## src/rtl/mips_pkg.sv

```systemverilog
// Shared encodings for the pipelined MIPS core: writeback source select,
// load types and the hard-wired zero register index.
package mips_pkg;

   typedef enum logic [1:0] {
      WB_ALU  = 2'b00,
      WB_LOAD = 2'b01,
      WB_LINK = 2'b10
   } wb_sel_e;

   typedef enum logic [2:0] {
      LD_W  = 3'b000,
      LD_H  = 3'b001,
      LD_HU = 3'b010,
      LD_B  = 3'b011,
      LD_BU = 3'b100
   } load_type_e;

   localparam logic [4:0] REG_ZERO = 5'd0;

endpackage

```

## src/rtl/load_align.sv

```systemverilog
// Big-endian load alignment: picks the byte/halfword lane addressed by
// byte_off out of a 32-bit memory word and sign- or zero-extends it.
module load_align
   import mips_pkg::*;
(
   input  logic [31:0] mem_data,
   input  logic [2:0]  load_type,
   input  logic [1:0]  byte_off,
   output logic [31:0] aligned
);

   logic [7:0]  byte_lane;
   logic [15:0] half_lane;

   // Byte lane 0 is the most significant byte of the word.
   always_comb begin
      case (byte_off)
         2'd0:    byte_lane = mem_data[31:24];
         2'd1:    byte_lane = mem_data[23:16];
         2'd2:    byte_lane = mem_data[15:8];
         default: byte_lane = mem_data[7:0];
      endcase
      half_lane = byte_off[1] ? mem_data[15:0] : mem_data[31:16];
   end

   // NOTE: every path through the case assigns 'aligned' and a default arm
   // covers the unused codes, so this stays combinational without latches.
   always_comb begin
      case (load_type)
         LD_H:    aligned = {{16{half_lane[15]}}, half_lane};
         LD_HU:   aligned = {16'h0000, half_lane};
         LD_B:    aligned = {{24{byte_lane[7]}}, byte_lane};
         LD_BU:   aligned = {24'h000000, byte_lane};
         default: aligned = mem_data;
      endcase
   end

endmodule

```

## src/rtl/mem_wb_stage.sv

```systemverilog
// MEM/WB pipeline register and writeback stage: selects the register-file
// write value and bypasses it into the decode read ports.
module mem_wb_stage
   import mips_pkg::*;
#(
   parameter int DATA_W     = 32,
   parameter int REG_ADDR_W = 5
) (
   input  logic                  clk,
   input  logic                  rst,
   input  logic                  stall,
   input  logic                  flush,
   input  logic                  in_valid,
   input  logic                  in_reg_write,
   input  logic [1:0]            in_wb_sel,
   input  logic [2:0]            in_load_type,
   input  logic [1:0]            in_byte_off,
   input  logic [REG_ADDR_W-1:0] in_dest,
   input  logic [DATA_W-1:0]     in_alu_result,
   input  logic [DATA_W-1:0]     in_mem_data,
   input  logic [DATA_W-1:0]     in_link_pc,
   input  logic [REG_ADDR_W-1:0] id_rs,
   input  logic [REG_ADDR_W-1:0] id_rt,
   input  logic [DATA_W-1:0]     id_rd1_raw,
   input  logic [DATA_W-1:0]     id_rd2_raw,
   output logic                  rf_we,
   output logic [REG_ADDR_W-1:0] rf_wr_reg,
   output logic [DATA_W-1:0]     rf_wr_data,
   output logic [DATA_W-1:0]     id_rd1,
   output logic [DATA_W-1:0]     id_rd2,
   output logic                  wb_valid
);

   logic                  valid_q,      valid_d;
   logic                  reg_write_q,  reg_write_d;
   logic [1:0]            wb_sel_q,     wb_sel_d;
   logic [2:0]            load_type_q,  load_type_d;
   logic [1:0]            byte_off_q,   byte_off_d;
   logic [REG_ADDR_W-1:0] dest_q,       dest_d;
   logic [DATA_W-1:0]     alu_result_q, alu_result_d;
   logic [DATA_W-1:0]     mem_data_q,   mem_data_d;
   logic [DATA_W-1:0]     link_pc_q,    link_pc_d;

   logic [31:0]           load_data;

   // Flush only kills valid; the payload fields are don't-care in a bubble.
   always_comb begin
      valid_d      = valid_q;
      reg_write_d  = reg_write_q;
      wb_sel_d     = wb_sel_q;
      load_type_d  = load_type_q;
      byte_off_d   = byte_off_q;
      dest_d       = dest_q;
      alu_result_d = alu_result_q;
      mem_data_d   = mem_data_q;
      link_pc_d    = link_pc_q;
      if (flush) begin
         valid_d = 1'b0;
      end else if (!stall) begin
         valid_d      = in_valid;
         reg_write_d  = in_reg_write;
         wb_sel_d     = in_wb_sel;
         load_type_d  = in_load_type;
         byte_off_d   = in_byte_off;
         dest_d       = in_dest;
         alu_result_d = in_alu_result;
         mem_data_d   = in_mem_data;
         link_pc_d    = in_link_pc;
      end
   end

   // NOTE: non-blocking assignments so every stage register samples the
   // pre-edge value of its next-state signal, independent of block order.
   always_ff @(posedge clk) begin
      if (!rst) begin
         valid_q      <= 1'b0;
         reg_write_q  <= 1'b0;
         wb_sel_q     <= '0;
         load_type_q  <= '0;
         byte_off_q   <= '0;
         dest_q       <= '0;
         alu_result_q <= '0;
         mem_data_q   <= '0;
         link_pc_q    <= '0;
      end else begin
         valid_q      <= valid_d;
         reg_write_q  <= reg_write_d;
         wb_sel_q     <= wb_sel_d;
         load_type_q  <= load_type_d;
         byte_off_q   <= byte_off_d;
         dest_q       <= dest_d;
         alu_result_q <= alu_result_d;
         mem_data_q   <= mem_data_d;
         link_pc_q    <= link_pc_d;
      end
   end

   load_align u_load_align (
      .mem_data  (mem_data_q[31:0]),
      .load_type (load_type_q),
      .byte_off  (byte_off_q),
      .aligned   (load_data)
   );

   always_comb begin
      case (wb_sel_q)
         WB_LOAD: rf_wr_data = DATA_W'(load_data);
         WB_LINK: rf_wr_data = link_pc_q;
         default: rf_wr_data = alu_result_q;
      endcase
   end

   assign rf_we     = valid_q && reg_write_q && (dest_q != REG_ADDR_W'(REG_ZERO));
   assign rf_wr_reg = dest_q;
   assign wb_valid  = valid_q;

   // The register file reads combinationally, so a same-cycle write must be forwarded.
   assign id_rd1 = (rf_we && (rf_wr_reg == id_rs)) ? rf_wr_data : id_rd1_raw;
   assign id_rd2 = (rf_we && (rf_wr_reg == id_rt)) ? rf_wr_data : id_rd2_raw;

endmodule

```

## config.mk

```make
export PLATFORM = sky130hd
export DESIGN_NAME = mem_wb_stage
export DESIGN_NICKNAME = d
export VERILOG_FILES = /design/src/rtl/mips_pkg.sv /design/src/rtl/load_align.sv /design/src/rtl/mem_wb_stage.sv
export SDC_FILE = /design/constraint.sdc
export NUM_CORES = 1
export LEC_CHECK = 0
export CAP_MARGIN = 20
export CORE_ASPECT_RATIO = 0.75
export CORE_MARGIN = 5
export CORE_UTILIZATION = 35
export CTS_BUF_LIST = sky130_fd_sc_hd__clkbuf_16
export CTS_CLUSTER_SIZE = 25
export DETAILED_ROUTE_END_ITERATION = 10
export GPL_TIMING_DRIVEN = 0
export PLACE_DENSITY = 0.67
export SKIP_LAST_GASP = 1
export SYNTH_ARGS = -nofsm -noshare
export SYNTH_HDL_FRONTEND = slang
export SYNTH_HIERARCHICAL = 1
export SYNTH_SLANG_ARGS = --single-unit
```

## constraint.sdc

```tcl
create_clock -name clk -period 5.8 [get_ports clk]
set_clock_uncertainty 0.05 [all_clocks]
set_input_delay 1.16 -clock clk [delete_from_list [all_inputs] [get_ports clk]]
set_output_delay 1.16 -clock clk [all_outputs]
set_load 0.02 [all_outputs]
```

; ---- After elaboration in Yosys (flattened, before gate mapping)
; Index checks and enable logic that the tools add are counted.
[word_totals]
register_bits = 110
inputBits = 188
out_inout_bits = 103
word_cells = 36
[classes]
eq_ne = 10
mux = 6
n_bitwise = 3
reduce_logical = 8
[ops]
columns = op, count
row1 = case mux 32 bit (4 select lines), 1
row2 = 2-to-1 mux 32 bit, 2
row3 = case mux 32 bit (2 select lines), 1
row4 = case mux 8 bit (3 select lines), 1
row5 = 2-to-1 mux 16 bit, 1
row6 = equality test 5 bit, 2
row7 = "equality test 3 x 2 -> 1 bit, second input constant", 2
row8 = nonzero test 5 bit, 1
row9 = "equality test 2 x 1 -> 1 bit, second input constant", 2
row10 = "equality test 2 bit, second input constant", 2
row11 = logical AND 1 bit, 4
row12 = "equality test 3 x 1 -> 1 bit, second input constant", 1
row13 = "equality test 3 bit, second input constant", 1
row14 = NOT 1 bit, 3
row15 = zero test 2 bit, 1
row16 = AND reduction 2 bit, 1
row17 = OR reduction 2 bit, 1

; ---- Logic depth before layout (Yosys ltp)
[depth]
ltp_word = 5
depth_mapped = 9
ltp_nobuf = 6

; ---- Cells and area by module
; The synthesis kept the hierarchy.
[by_module_without_submodules]
columns = mod, n_inst, cells_each, area_per_inst_um2
row1 = mem_wb_stage, 1, 676, 5789.3
row2 = load_align, 1, 157, 1270.0

; ---- Worst setup path after synthesis
; No wires, ideal clock.
[synth_timing]
path_kind = input to output
startpoint = input id_rs[1]
endpoint = output id_rd1[10]
arrival_time_ns = 2.296
required_ns = 4.590
slack_ns = 2.294
stages = 4
path_buffers = 1
path_cell_list = xor2_1 -> nor4_4 -> buf_6 -> mux2_4
[synth_via]
elab_chain_len = 3
[synth_lines]
columns = item, line
row1 = start: declaration, mem_wb_stage.sv:22  ; input logic [REG_ADDR_W-1:0] id_rs,
row2 = equality test 5 bit, mem_wb_stage.sv:118  ; assign id_rd1 = (rf_we && (rf_wr_reg == id_rs)) ? rf_wr_data : id_rd1_raw;
row3 = logical AND 1 bit, mem_wb_stage.sv:118
row4 = 2-to-1 mux 32 bit, mem_wb_stage.sv:118
row5 = end: declaration, mem_wb_stage.sv:29  ; output logic [DATA_W-1:0] id_rd1,
; No other way between the ends.

; ---- Worst setup path after layout
[layout_timing]
startpoint = input id_rs[2]
endpoint = output id_rd1[16]
; The elaborated chain is that of the path after synthesis.

==> results.toml <==
[sta]
finalCriticalPeriod_ps = 4967
timing.fmax_mhz = 201.3
max-slew-margin-rel_pct = 39.37
rsz0062_at_grt = "no"
finalSetupViolations = 0
maxSlewViolCount = 0
finalHoldViolCount = 0
final.setup.tns_ps = 0
worstMarginPinSlew_ps = 902.6
period_share_pct = 85.65

[logic_synthesis]
yosysSeqAreaShare_pct = 31.19
ys.flop_type = "dfxtp_1"
ys_async_sr_fraction_pct = 0
ys_ff_latch = 110
syn_inst = 833
synth_edf_count = 0
ys_warn_count = 6
synthDistinctLibCells = 48
syn_nets = 1023
synth.avg_cell_area_sq_um = 8.475
synth_area_sq_um = 7059

[power]
p_leak_nw = 3.713
power_switching_uw = 581.2
peakVddDrop_mv = 0.1382
switching_share_pct = 29.02
pwr-share-clk_pct = 32.3
seq_power_share_pct = 41.2
p_comb_share_pct = 26.5
p_per_area_nw_per_um2 = 189.1
p_int_mw = 1.422

[clocking]
clock_latency_ps = 340
hold_buffers = 0
cts-root-buf = "clkbuf_16"
cts_tree = "done"
clk_path_buf_depth = 2
clk_pin_slew_worst_paths_ps = 70
cts_resized = 0
cts_buffers = 9
post-cts-setup-buffers = 0
clock_sinks = 110
cts_max_level = 3

[critical_path]
critPathBufInv = 3
end_kind = "output port"
crit_slowest_cell = "nor4_4"
required_ps = 4590
path_class = "in -> out"
cp_data_arrival_time_ps = 3760
cp_top_family = "buffers and inverters"
path_cells = "clkdlybuf4s50_1 > xnor2_1 > nand3_1 > nor4_4 > buf_6 > mux2_4 > clkdlybuf4s50_1"
critPathLaunchType = "input pin"
cpMostUsedCell = "clkdlybuf4s50_1"
critPathMaxFanout = 10
slowest_delay_ps = 700

[final_layout]
nets = 1324
layout_top_registers = "alu_result_q x32, link_pc_q x32, mem_data_q x32"
layout-drive-gt1-share_pct = 11.94
fillCellCount = 1912
antennaDiodeCount = 0
fin_cells = 1397
syn_to_final_growth_pct = 50.04

[die]
ios = 291
fp.dieH_microns = 133.0
die_x_microns = 174.0
initial_utilization_pct = 35.22
core-area_sq_um = 20040
dieArea_sq_um = 23140
rows = 45

[drt]
viasPerCell = 5.099
remaining_drc_errors = 0
vias = 7123
dr_wl_met3_microns = 1875
route.top_layer_used = "met4"
wl_per_cell_microns = 18.84
routed_wl_microns = 26320
first_pass_iters = 5
met2_length_microns = 12060
ant_nets = 0
wl_met1_microns = 11860
drtIter0Drc = 355

[placement]
gp_congestion = 0.8896
io_buffers = 289
dp_hpwl_microns = 21380
dp_cells = 1381

[run]
drv_cap = 0

[global_routing]
first_global_vias = 6933
grt_max_degree = 20
track_usage_pct = 21.57
grt_pass1_wl_microns = 39820
grt.overflow.total = 0
antenna_found_initial = 0

[min_path]
hold_class = "reg -> reg"

[status]
status = "finished clean"
cell type report:
| type | instances | area [sq um] | area share [%] |
|---|---|---|---|
| Multi-Input combinational cell | 635 | 4420 | 41.74 |
| Timing Repair Buffer | 290 | 2904 | 27.42 |
| Sequential cell | 110 | 2202 | 20.79 |
| Buffer | 73 | 380.4 | 3.591 |
| Tap cell | 258 | 322.8 | 3.048 |
| Clock buffer | 9 | 225.2 | 2.126 |
| Clock inverter | 7 | 80.08 | 0.7561 |
| Inverter | 15 | 56.30 | 0.5316 |
routing by layer:
layer,vias up,GRT usage (%)
met3,28,4.799
met5,-,0
met4,0,4.923
met2,303,35.88
li1,3512,-
met1,3280,28.73
metrics by stage:
stage               area, sq um  util [%]  hold slack, ps  power [mW]  setup slack (ps)
global route              10590     52.84           433.2       2.088             754.2
CTS                       10590     52.84           418.7       2.015             825.4
detailed placement        10290     51.32           408.3       1.375             835.0
global placement          10270     51.26           401.7       1.368             844.1
floorplan                  7059         -           393.7       1.096              2294
finish                    10590     52.84           416.5       2.003             832.5
power by group through the flow:
stage	sequential (mW)	clock (mW)	combinational, mW
6_report	0.826	0.646	0.531
5_1_grt	0.830	0.687	0.570
4_1_cts	0.825	0.657	0.533
3_5_place_dp	0.843	0	0.532
3_3_place_gp	0.842	0	0.526
2_1_floorplan	0.830	0	0.267
Yosys cell counts (15+ instances only):
cell       instances  area [sq um]
o21ai_0           36         180.2
o32ai_1           21         183.9
a22oi_1           32         240.2
a21oi_1           17         85.08
a21boi_0         109         818.3
dfxtp_1          110          2202
nor2_1            15         56.30
nand2_1          251         942.2
mux2_4            60         900.9
o2bb2ai_1         16         140.1
inv_1             15         56.30
clkbuf_1          49         183.9
cells in the final DEF, fill, tap and decap left out, drive strengths merged, types with 13 or more instances in the layout:
cell type / n
a22oi: 32
o21ba: 13
clkdlybuf4s50: 289
a21boi: 109
o2bb2ai: 16
o21ai: 36
clkbuf: 58
o32ai: 21
dfxtp: 110
mux2: 67
buf: 25
nor2: 16
a21oi: 17
nand2: 251
inv: 19
final timing paths:
| check | start | endpoint | slack [ps] | depth (start not counted) |
|---|---|---|---|---|
| worst max-delay path | id_rs[2] | id_rd1[16] | 830 | 7 |
| worst max register to register | wb_valid$_SDFFE_PP0N_ | wb_valid$_SDFFE_PP0N_ | 4860 | 2 |
| worst min-delay path | link_pc_q[10]$_SDFFE_PN0P_ | link_pc_q[10]$_SDFFE_PN0P_ | 420 | 2 |
| worst min register to register | link_pc_q[10]$_SDFFE_PN0P_ | link_pc_q[10]$_SDFFE_PN0P_ | 420 | 2 |
logic make-up after synthesis:
| logic type | share of synthesized area [%] |
|---|---|
| DFF | 31.19 |
| adders and majority gates | 0.3544 |
| AOI/OAI and AO/OA | 27.49 |
| and+or+nand+nor | 16.61 |
| muxes | 16.54 |
| buffers and inverters | 6.186 |
| xor gates and xnor gates | 1.631 |
worst register-to-register path: cells and delay by family (launching register included):
family	cells	cell delay (ps)
flip-flops	1	510
AND/OR/NAND/NOR	1	180
multiplexers	1	120
(Power assumes the default switching activity.)
==> RTL edit, RTL diff (config.mk and constraints unchanged) <==
Take the reset off `alu_result_q` and load it in a clocked block of its own.
--- a/src/rtl/mem_wb_stage.sv
+++ b/src/rtl/mem_wb_stage.sv
@@ -80,5 +80,4 @@
          byte_off_q   <= '0;
          dest_q       <= '0;
-         alu_result_q <= '0;
          mem_data_q   <= '0;
          link_pc_q    <= '0;
@@ -90,8 +89,11 @@
          byte_off_q   <= byte_off_d;
          dest_q       <= dest_d;
-         alu_result_q <= alu_result_d;
          mem_data_q   <= mem_data_d;
          link_pc_q    <= link_pc_d;
       end
+   end
+
+   always_ff @(posedge clk) begin
+      alu_result_q <= alu_result_d;
    end
 
Behaviour: not the same (a bounded check fails within 4 cycles, from zero or initial values and one cycle with rst low).
==> RTL edit against the unedited design <==
Final cell count down 7.8%. Core utilization up 0.83 points. Sequential share of layout area up 3.7 points. Routed wire length down 5.9%. Final area down 2.6%. Sequential cell count unchanged. Sequential power up 4.7%. Via count down 7.8%. Total power up 0.32%. Synthesized area down 3.6%. Critical path depth unchanged. Worst setup slack worse by 240 ps. Largest cell class unchanged.
==> RTL edit: results (changes against the unedited design) <==
gr usage total -> 0.2105 (was 0.2157)
first-pass GRT wire length -> 36,450 um (was 39,820 um)
DR iter-0 viols -> 478 (was 355)
Area contributors post-synth -> dfxtp_1, edfxtp_1, nand2_1, mux2_4, a21boi_0 (was dfxtp_1, nand2_1, mux2_4, a21boi_0, a22oi_1)
# fillers -> 1,788 (was 1,912)
number of global-route vias before repair -> 6,224 (was 6,933)
worst vdd ir -> 0.0001279 V (was 0.0001382 V)
Syn Inst Count -> 729 (was 833)
Nets -> 1,220 (was 1,324)
pin count of the biggest net entering global routing -> 27 (was 20)
worst r2r dst -> mem_data_q[31] (was wb_valid)
sequential cell area fraction in the yosys report -> 0.3708 (was 0.3119)
Clock Power -> 586 uW (was 646 uW)
Compound-Gate Fraction of Synth Area -> 0.2468 (was 0.2749)
P_seq -> 865 uW (was 826 uW)
DP Worst Slack -> 645.7 ps (was 835.0 ps)
syn_nets -> 919 (was 1,023)
Vias -> 6,566 (was 7,123)
Worst Setup EP -> id_rd2[16] (was id_rd1[16])
R2R setup slack -> 4880 ps (was 4860 ps)
Final GP Congestion -> 0.9821 (was 0.8896)
post_cts resized -> 0 (unchanged)
DP HPWL -> 20,090 um (was 21,380 um)
Netlist cell types -> 52 (was 48)
final worst slack -> 593.2 ps (was 832.5 ps)
worst hold slack -> 412.2 ps (was 416.5 ps)
outcome -> finished, final reports clean (unchanged)
Commonest cells post-synth -> nand2_1, dfxtp_1, a21boi_0, mux2_4, clkbuf_1 (unchanged)
DR pass1 iterations -> 6 (was 5)
post-synthesis mux area share -> 0.1622 (was 0.1654)
adder-cell share of the synthesized area -> 0.003678 (was 0.003545)
Area after DPL -> 0.01003 sq mm (was 0.01029 sq mm)
DR vias/cell -> 5.098 (was 5.099)
Leakage -> 0.003616 uW (was 0.003713 uW)
Logic power comb -> 559 uW (was 531 uW)
Detailed Route WL -> 24,760 um (was 26,320 um)
Worst Tran Pin Value -> 927.7 ps (was 902.6 ps)
Worst R2R Start -> mem_data_q[31] (was wb_valid)
Worst Min Path Start -> link_pc_q[8] (was link_pc_q[10])
Post-synth EDFFs -> 32 (was 0)
antenna violations before repair -> 1 (was 0)
-- RTL edit: area by class of cell --
class                           count  area (sq um)  share of cell area
Multi-Input combinational cell    541          3877              0.3760
Clock inverter                      7         52.55            0.005096
Clock buffer                        9         225.2             0.02184
Sequential cell                   110          2522              0.2446
Inverter                           15         56.30            0.005461
Timing Repair Buffer              290          2913              0.2825
Tap cell                          253         316.6             0.03070
Buffer                             63         347.8             0.03373
-- RTL edit: layer usage --
metal | up-vias | routed length, um | GRT usage
met5 | - | 7 | 0
met1 | 3041 | 11220 | 0.3055
met3 | 23 | 2218 | 0.05083
met2 | 279 | 11000 | 0.3228
li1 | 3221 | - | -
met4 | 2 | 318 | 0.03866
-- RTL edit: critical path: stages --
cell and delay [ps]:
clkdlybuf4s50_1 410, xor2_1 140, nor4_1 300, nor4b_4 810, buf_6 290, mux2_4 310
clkdlybuf4s50_1 560
